### src/rtl/cutie_params.sv
`default_nettype none
// ============================================================================
// Package : cutie_params
// Brief   : Shared ternary types, pooling FSM encoding and trit helpers for
//           the OCU output path.
// Rev     : 1.0  initial release
// ============================================================================
package cutie_params;

    // Two-bit two's-complement trit: 2'b11=-1, 2'b00=0, 2'b01=+1
    typedef logic signed [1:0] trit_t;

    localparam trit_t TRIT_NEG  = 2'sb11;
    localparam trit_t TRIT_ZERO = 2'sb00;
    localparam trit_t TRIT_POS  = 2'sb01;

    // 2x2 pooling walk: left/right pixel of a pair on an even/odd row
    typedef enum logic [1:0] {
        EVEN_L = 2'd0,
        EVEN_R = 2'd1,
        ODD_L  = 2'd2,
        ODD_R  = 2'd3
    } pool_state_e;

    // Signed maximum of two trits
    function automatic trit_t trit_max(input trit_t a, input trit_t b);
        return (a > b) ? a : b;
    endfunction

    // Map a raw 2-bit code onto a legal trit; the unused code 2'b10 reads as 0
    function automatic trit_t trit_from_raw(input logic [1:0] raw);
        case (raw)
            2'b11:   return TRIT_NEG;
            2'b01:   return TRIT_POS;
            default: return TRIT_ZERO;
        endcase
    endfunction

endpackage
`default_nettype wire

### src/rtl/cutie_pool_fifo.sv
`default_nettype none
// ============================================================================
// Module  : cutie_pool_fifo
// Brief   : Synchronous DEPTH x 2-bit row buffer holding even-row pair maxima.
//           Push/pop/flush, full/empty flags. The occupancy count is only
//           built when CUTIE_POOL_USAGE_EN is defined; otherwise it reads 0.
// Rev     : 1.0  initial release
// ============================================================================
module cutie_pool_fifo
    import cutie_params::*;
#(
    parameter int DEPTH    = 16,
    parameter int PTRWIDTH = (DEPTH > 1) ? $clog2(DEPTH) : 1
) (
    input  logic              clk_i,
    input  logic              rst_ni,
    input  logic              flush_i,
    input  logic              push_i,
    input  trit_t             data_i,
    input  logic              pop_i,
    output trit_t             data_o,
    output logic              full_o,
    output logic              empty_o,
    output logic [PTRWIDTH:0] count_o
);

    localparam logic [PTRWIDTH-1:0] c_last_ptr = PTRWIDTH'(DEPTH - 1);
    localparam logic [PTRWIDTH-1:0] c_ptr_one  = PTRWIDTH'(1);

    trit_t               r_mem [DEPTH];
    logic [PTRWIDTH-1:0] r_wptr;
    logic [PTRWIDTH-1:0] r_rptr;
    logic                r_wphase;
    logic                r_rphase;
    logic                w_do_push;
    logic                w_do_pop;

    // Equal pointers: phase bits tell a wrapped (full) buffer from an empty one
    assign full_o    = (r_wptr == r_rptr) && (r_wphase != r_rphase);
    assign empty_o   = (r_wptr == r_rptr) && (r_wphase == r_rphase);
    assign w_do_push = push_i && !full_o && !flush_i;
    assign w_do_pop  = pop_i && !empty_o && !flush_i;
    assign data_o    = empty_o ? TRIT_ZERO : r_mem[r_rptr];

    // Storage array write port
    always_ff @(posedge clk_i) begin
        if (w_do_push) begin
            r_mem[r_wptr] <= data_i;
        end
    end

    // Read/write pointers with wrap-phase bits
    always_ff @(posedge clk_i or negedge rst_ni) begin
        if (!rst_ni) begin
            r_wptr   <= '0;
            r_rptr   <= '0;
            r_wphase <= 1'b0;
            r_rphase <= 1'b0;
        end else if (flush_i) begin
            r_wptr   <= '0;
            r_rptr   <= '0;
            r_wphase <= 1'b0;
            r_rphase <= 1'b0;
        end else begin
            if (w_do_push) begin
                if (r_wptr == c_last_ptr) begin
                    r_wptr   <= '0;
                    r_wphase <= ~r_wphase;
                end else begin
                    r_wptr <= r_wptr + c_ptr_one;
                end
            end
            if (w_do_pop) begin
                if (r_rptr == c_last_ptr) begin
                    r_rptr   <= '0;
                    r_rphase <= ~r_rphase;
                end else begin
                    r_rptr <= r_rptr + c_ptr_one;
                end
            end
        end
    end

`ifdef CUTIE_POOL_USAGE_EN
    logic [PTRWIDTH:0] r_count;

    // Occupancy counter; a simultaneous push and pop leaves it unchanged
    always_ff @(posedge clk_i or negedge rst_ni) begin
        if (!rst_ni) begin
            r_count <= '0;
        end else if (flush_i) begin
            r_count <= '0;
        end else if (w_do_push && !w_do_pop) begin
            r_count <= r_count + (PTRWIDTH+1)'(1);
        end else if (w_do_pop && !w_do_push) begin
            r_count <= r_count - (PTRWIDTH+1)'(1);
        end
    end

    assign count_o = r_count;
`else
    assign count_o = '0;
`endif

endmodule
`default_nettype wire

### src/rtl/cutie_ocu_pool.sv
`default_nettype none
// ============================================================================
// Module  : cutie_ocu_pool
// Brief   : Per-lane 2x2/stride-2 ternary max pooling after the OCU threshold
//           stage, or a registered pass-through when pooling is off. Even rows
//           are reduced to pair maxima in a row FIFO; odd rows combine with it
//           to emit one pooled pixel per four inputs.
//           Optional macro CUTIE_POOL_USAGE_EN exposes the FIFO fill level.
// Rev     : 1.0  initial release
// ============================================================================
module cutie_ocu_pool
    import cutie_params::*;
#(
    parameter int IMAGEWIDTH        = 32,
    parameter int POOLING_FIFODEPTH = IMAGEWIDTH / 2,
    parameter int USAGEWIDTH        = (POOLING_FIFODEPTH > 1) ? $clog2(POOLING_FIFODEPTH) : 1
) (
    input  logic                        clk_i,
    input  logic                        rst_ni,
    input  logic                        layer_start_i,
    input  logic                        pool_en_i,
    input  logic [$clog2(IMAGEWIDTH):0] width_i,
    input  logic                        valid_i,
    output logic                        ready_o,
    input  logic [1:0]                  data_i,
    output logic                        valid_o,
    input  logic                        ready_i,
    output logic [1:0]                  data_o,
    output logic                        config_err_o,
    output logic [USAGEWIDTH:0]         usage_o
);

    localparam int                   c_width_w   = $clog2(IMAGEWIDTH) + 1;
    localparam logic [c_width_w-1:0] c_max_width = c_width_w'(IMAGEWIDTH);
    localparam logic [c_width_w-1:0] c_col_one   = c_width_w'(1);

    // Layer configuration
    logic                 r_pool_en;
    logic [c_width_w-1:0] r_width;
    logic                 r_cfg_err;

    // Pooling walk
    pool_state_e          r_state;
    logic [c_width_w-1:0] r_col;
    trit_t                r_hold;

    // Output register
    logic                 r_valid;
    trit_t                r_data;

    trit_t                w_pix;
    trit_t                w_pair_max;
    trit_t                w_pool_max;
    trit_t                w_out;
    trit_t                w_fifo_rdata;
    logic                 w_fifo_full;
    logic                 w_fifo_empty;
    logic [USAGEWIDTH:0]  w_fifo_count;
    logic                 w_slot_free;
    logic                 w_ready;
    logic                 w_beat;
    logic                 w_last_col;
    logic                 w_push;
    logic                 w_pop;
    logic                 w_emit;
    logic                 w_cfg_err_next;

    assign w_pix       = trit_from_raw(data_i);
    assign w_slot_free = !r_valid || ready_i;
    assign w_beat      = valid_i && w_ready && !layer_start_i && !r_cfg_err;
    assign w_last_col  = (r_col + c_col_one) == r_width;
    assign w_push      = w_beat && r_pool_en && (r_state == EVEN_R);
    assign w_pop       = w_beat && r_pool_en && (r_state == ODD_R);
    assign w_emit      = w_beat && (!r_pool_en || (r_state == ODD_R));
    assign w_pair_max  = trit_max(r_hold, w_pix);
    assign w_pool_max  = trit_max(w_pair_max, w_fifo_rdata);
    assign w_out       = r_pool_en ? w_pool_max : w_pix;

    assign ready_o      = w_ready;
    assign valid_o      = r_valid;
    assign data_o       = r_data;
    assign config_err_o = r_cfg_err;
    assign usage_o      = w_fifo_count;

    // Width legality for the incoming layer; pooling also needs an even width
    always_comb begin
        w_cfg_err_next = (width_i == '0) || (width_i > c_max_width);
        if (pool_en_i && width_i[0]) begin
            w_cfg_err_next = 1'b1;
        end
    end

    // Only beats that produce an output wait for the output slot
    always_comb begin
        w_ready = 1'b1;
        if (!r_cfg_err) begin
            if (!r_pool_en) begin
                w_ready = w_slot_free;
            end else begin
                case (r_state)
                    EVEN_R:  w_ready = !w_fifo_full;
                    ODD_R:   w_ready = w_slot_free;
                    default: w_ready = 1'b1;
                endcase
            end
        end
    end

    // Latch layer configuration and the sticky error on layer_start
    always_ff @(posedge clk_i or negedge rst_ni) begin
        if (!rst_ni) begin
            r_pool_en <= 1'b0;
            r_width   <= '0;
            r_cfg_err <= 1'b0;
        end else if (layer_start_i) begin
            r_pool_en <= pool_en_i;
            r_width   <= width_i;
            r_cfg_err <= w_cfg_err_next;
        end
    end

    // Pooling walk: column counter, pair hold register and row parity
    always_ff @(posedge clk_i or negedge rst_ni) begin
        if (!rst_ni) begin
            r_state <= EVEN_L;
            r_col   <= '0;
            r_hold  <= TRIT_ZERO;
        end else if (layer_start_i) begin
            r_state <= EVEN_L;
            r_col   <= '0;
            r_hold  <= TRIT_ZERO;
        end else if (w_beat) begin
            r_col <= w_last_col ? '0 : r_col + c_col_one;
            if (r_pool_en) begin
                case (r_state)
                    EVEN_L: begin
                        r_hold  <= w_pix;
                        r_state <= EVEN_R;
                    end
                    EVEN_R:  r_state <= w_last_col ? ODD_L : EVEN_L;
                    ODD_L: begin
                        r_hold  <= w_pix;
                        r_state <= ODD_R;
                    end
                    ODD_R:   r_state <= w_last_col ? EVEN_L : ODD_L;
                    default: r_state <= EVEN_L;
                endcase
            end
        end
    end

    // Single-stage output register; holds data while downstream stalls
    always_ff @(posedge clk_i or negedge rst_ni) begin
        if (!rst_ni) begin
            r_valid <= 1'b0;
            r_data  <= TRIT_ZERO;
        end else if (layer_start_i) begin
            r_valid <= 1'b0;
        end else if (w_emit) begin
            r_valid <= 1'b1;
            r_data  <= w_out;
        end else if (ready_i) begin
            r_valid <= 1'b0;
        end
    end

    cutie_pool_fifo #(
        .DEPTH    (POOLING_FIFODEPTH),
        .PTRWIDTH (USAGEWIDTH)
    ) u_row_fifo (
        .clk_i   (clk_i),
        .rst_ni  (rst_ni),
        .flush_i (layer_start_i),
        .push_i  (w_push),
        .data_i  (w_pair_max),
        .pop_i   (w_pop),
        .data_o  (w_fifo_rdata),
        .full_o  (w_fifo_full),
        .empty_o (w_fifo_empty),
        .count_o (w_fifo_count)
    );

    // A legal width never fills the row buffer before the odd row starts
    a_no_push_when_full: assert property (@(posedge clk_i) disable iff (!rst_ni)
        !(valid_i && !layer_start_i && !r_cfg_err && r_pool_en &&
          (r_state == EVEN_R) && w_fifo_full));

    // Every odd-row pair has a buffered even-row partner
    a_no_pop_when_empty: assert property (@(posedge clk_i) disable iff (!rst_ni)
        !(w_pop && w_fifo_empty));

endmodule
`default_nettype wire

### config.mk
export PLATFORM = sky130hd
export DESIGN_NAME = cutie_ocu_pool
export DESIGN_NICKNAME = d
export VERILOG_FILES = /design/src/rtl/cutie_params.sv /design/src/rtl/cutie_pool_fifo.sv /design/src/rtl/cutie_ocu_pool.sv
export SDC_FILE = /design/constraint.sdc
export NUM_CORES = 1
export LEC_CHECK = 0
export ABC_AREA = 1
export BUFFER_PORTS_ARGS = -buffer_cell sky130_fd_sc_hd__buf_2
export CORE_MARGIN = 1
export CORE_UTILIZATION = 25
export CTS_CLUSTER_SIZE = 14
export DETAILED_ROUTE_END_ITERATION = 12
export GPL_TIMING_DRIVEN = 0
export PLACE_DENSITY = 0.42
export SLEW_MARGIN = 5
export SYNTH_ARGS = -nofsm -noshare
export SYNTH_HDL_FRONTEND = slang
export SYNTH_HIERARCHICAL = 1
export SYNTH_SLANG_ARGS = --single-unit
### constraint.sdc
create_clock -name clk_i -period 3.1 [get_ports clk_i]
set_input_delay 0.155 -clock clk_i [delete_from_list [all_inputs] [get_ports clk_i]]
set_output_delay 0.155 -clock clk_i [all_outputs]
set_load 0.01 [all_outputs]
==> metrics.cfg <==
[run_status]
status=completed

[finish]
area_growth_pct=19.55
num-fill-cells=1422
n_antenna_cell=0
final_cell_mix=nand2_1 (95), nor2_1 (57), inv_1 (42)
drive_gt1_frac=0.1814
mostFrequentLayoutCell=nand2_1
nets=473

[setup_path]
worstSetupPathType=reg2reg
cp_max_fo=7
endpoint_kind=register
critPathArrivalTime_ps=2780
cp-start-kind=register
crit_required_ps=3120

[sta]
finalHoldViolCount=0
rsz0062_at_grt=false
clock.fmax_ghz=0.3617
setup_tns_ps=0
fin_crit_sh=0.8919
setup_slack_ps=335.0
slew_headroom=0.4604
setup_viol=0
fin_worst_skew_ps=7.361
max_slew.worst_pin.slew_ps=808.5
drv_slew=0
finalCriticalPeriod_ps=2765

[global_routing]
grt_max_degree=32
first_global_vias=2590
grt_pass1_wl_um=13270
gr-total-overflow=0
grt_usage=0.1197
antenna_found_initial=0

[routing]
drt_wl_total_um=7673
drtPass1Iterations=4
vias_per_cell=4.197
drt_iter0_drc=122
vias=2636
wl_per_cell_um=12.22
postRouteAntennaNets=0
drc=0

[cts]
clk_path_buf_depth=2
post_cts_resized=0
clkSinkCount=63
clk_pin_slew_ps=60
insertion_delay_ps=330
cts-root-buf=clkbuf_16
htreeDepth=3
cts_buffers=9
cts_tree=done

[pwr]
p_comb_frac=0.092
power_density_mw_per_mm2=554.0
leakagePower_nw=1.852
vdd_drop_max_mv=0.2812
pwr-share-clk=0.497
p_seq_frac=0.410
p_int_mw=1.780
switching_power_mw=0.5301
swShare=0.2294

[synthesis]
synth.avg_cell_area_um2=8.467
ys_ff_latch=63
syn-cell-area_mm2=0.003488
synth_seq_area_share=0.4978
synth_cells=412
ys_warn_count=6
synth_cell_types=36

[floorplanning]
num_rows=42
io_pins=24
initial_utilization=0.2603
coreArea_mm2=0.01340
die_x_um=120.1
dieArea_mm2=0.01443
chipHeight_um=120.1

[placement]
hpwl_um=5677
pre_cts_slack_ps=305.2
numPortBuffers=18
gp_congestion=0.7801

[flow_run]
drv_cap=0

[min_path]
hp-class=in2reg

==> power groups by stage <==
stage          Sequential (mW)  Combinational, mW  Clock (mW)
2_1_floorplan            0.964              0.141           0
3_3_place_gp             0.965              0.210           0
3_5_place_dp             0.963              0.218           0
4_1_cts                  0.947              0.220        1.19
5_1_grt                  0.952              0.250        1.21
6_report                 0.947              0.214        1.15
==> cells in the mapped netlist <==
library cell	instances	area (um^2)
nor2_2	6	37.54
dfrtp_1	31	775.7
xor2_1	4	35.03
nor2_1	58	217.7
a21oi_1	5	25.02
inv_4	1	6.260
nand2_2	12	75.07
nand4_1	4	25.02
buf_4	5	37.54
a21o_1	1	7.510
clkbuf_1	2	7.510
o211ai_1	3	22.52
nor2_4	1	11.26
xnor2_1	2	17.52
nand3_1	23	115.1
nand3_2	5	50.05
edfxtp_1	32	960.9
nand2_4	2	22.52
o21ai_1	10	50.05
buf_6	2	22.52
a21oi_2	1	8.760
a22oi_1	1	7.510
buf_2	4	20.02
nor3_1	3	15.01
mux2i_1	1	10.01
o21ai_2	2	17.52
inv_2	6	22.52
inv_1	42	157.7
fa_1	2	40.04
nand2_1	95	356.6
nor3b_2	1	12.51
clkinv_1	4	15.01
o21ai_0	29	145.1
a2bb2oi_1	1	8.760
conb_1	1	3.750
ha_1	10	125.1
==> layout make-up <==
type                       instances  area (um^2)  area share
buffer                            13        87.58     0.02100
sequential                        63         1737      0.4164
inverter                          53        201.4     0.04830
multi-input combinational        287         1480      0.3549
timing repair buffer              20        107.6     0.02580
clock buffer                      10        229.0     0.05491
clock inverter                     6        107.6     0.02580
tap                              176        220.2     0.05281
==> critical path: stages (launching register included) <==
cell and delay [ps]:
dfrtp_1 460, inv_2 170, nand2_1 70, nand2_1 80, nor2_2 60, nand3_2 100
inv_1 60, nand4_1 130, nand3_2 160, nor2_2 120, inv_2 60, nor3_1 270
nand2_4 130, nor2_2 220, nand2_2 160, nor2_1 220
==> metrics by stage <==
stage | area, um^2 | hold slack, ps | cells | utilization | total power [mW]
floorplan | 3503 | -140.6 | 416 | - | 1.105
global placement | 3814 | 269.5 | 610 | 0.2846 | 1.175
detailed placement | 3824 | 279.9 | 611 | 0.2853 | 1.181
CTS | 4170 | 34.58 | 628 | 0.3112 | 2.353
global route | 4170 | 46.19 | 628 | 0.3112 | 2.418
finish | 4170 | 49.27 | 628 | 0.3112 | 2.310
==> path summary, 6_finish.rpt <==
kind                                                       start  slack (ps)                          endpoint  cells past startpoint
worst max-delay path            u_row_fifo/r_rptr[1]$_DFFE_PN0P_         330  u_row_fifo/r_mem[2][0]$_DFFE_PP_                     15
worst min-delay path                                  width_i[1]          50            r_width[1]$_DFFE_PN0P_                      3
worst max register to register  u_row_fifo/r_rptr[1]$_DFFE_PN0P_         330  u_row_fifo/r_mem[2][0]$_DFFE_PP_                     15
worst min register to register             data_o[1]$_DFFE_PN0P_         480             data_o[1]$_DFFE_PN0P_                      2
max in group asynchronous                                 rst_ni        2200  u_row_fifo/r_wptr[3]$_DFFE_PN0P_                      2
min in group asynchronous                                 rst_ni         430             data_o[1]$_DFFE_PN0P_                      2
==> repair_timing <==
item | CTS | global route
hold buffers | 1 | 0
buffers inserted | 0 | 0
endpoints found under the hold margin | 31 | 0
==> routing by layer <==
metal	part of all wire	global-route usage	vias up	wire, um
met2	0.47	0.1929	46	3620
met4	0.012	0.04141	0	93
met1	0.48	0.1551	1194	3701
met3	0.033	0.02994	8	257
met5	0	0	-	0
li1	-	-	1388	-
==> kinds of logic (layout without fill, tap and decap cells) <==
| kind of cell | count (synthesis) | count (layout) | synth area share |
|---|---|---|---|
| buffers and inverters | 66 | 102 | 0.08286 |
| other | 1 | 5 | 0.001075 |
| and+or+nand+nor | 210 | 210 | 0.2690 |
| adders and majority gates | 12 | 12 | 0.04735 |
| AOI/OAI and AO/OA | 53 | 53 | 0.08393 |
| xor gates and xnor gates | 6 | 6 | 0.01506 |
| DFF | 63 | 63 | 0.4978 |
| muxes | 1 | 1 | 0.002870 |
==> sequential cells by signal (all words and copies together), names as in the netlist <==
| signal | flops |
|---|---|
| r_pool_en | 1 |
| r_hold | 2 |
| r_state | 2 |
| u_row_fifo/r_mem | 32 |
| config_err_o | 1 |
| u_row_fifo/r_rphase | 1 |
| u_row_fifo/r_wphase | 1 |
| u_row_fifo/r_rptr | 4 |
| valid_o | 1 |
| r_col | 6 |
| r_width | 6 |
| u_row_fifo/r_wptr | 4 |
| data_o | 2 |
No activity file was read; power rests on OpenSTA's default activity.
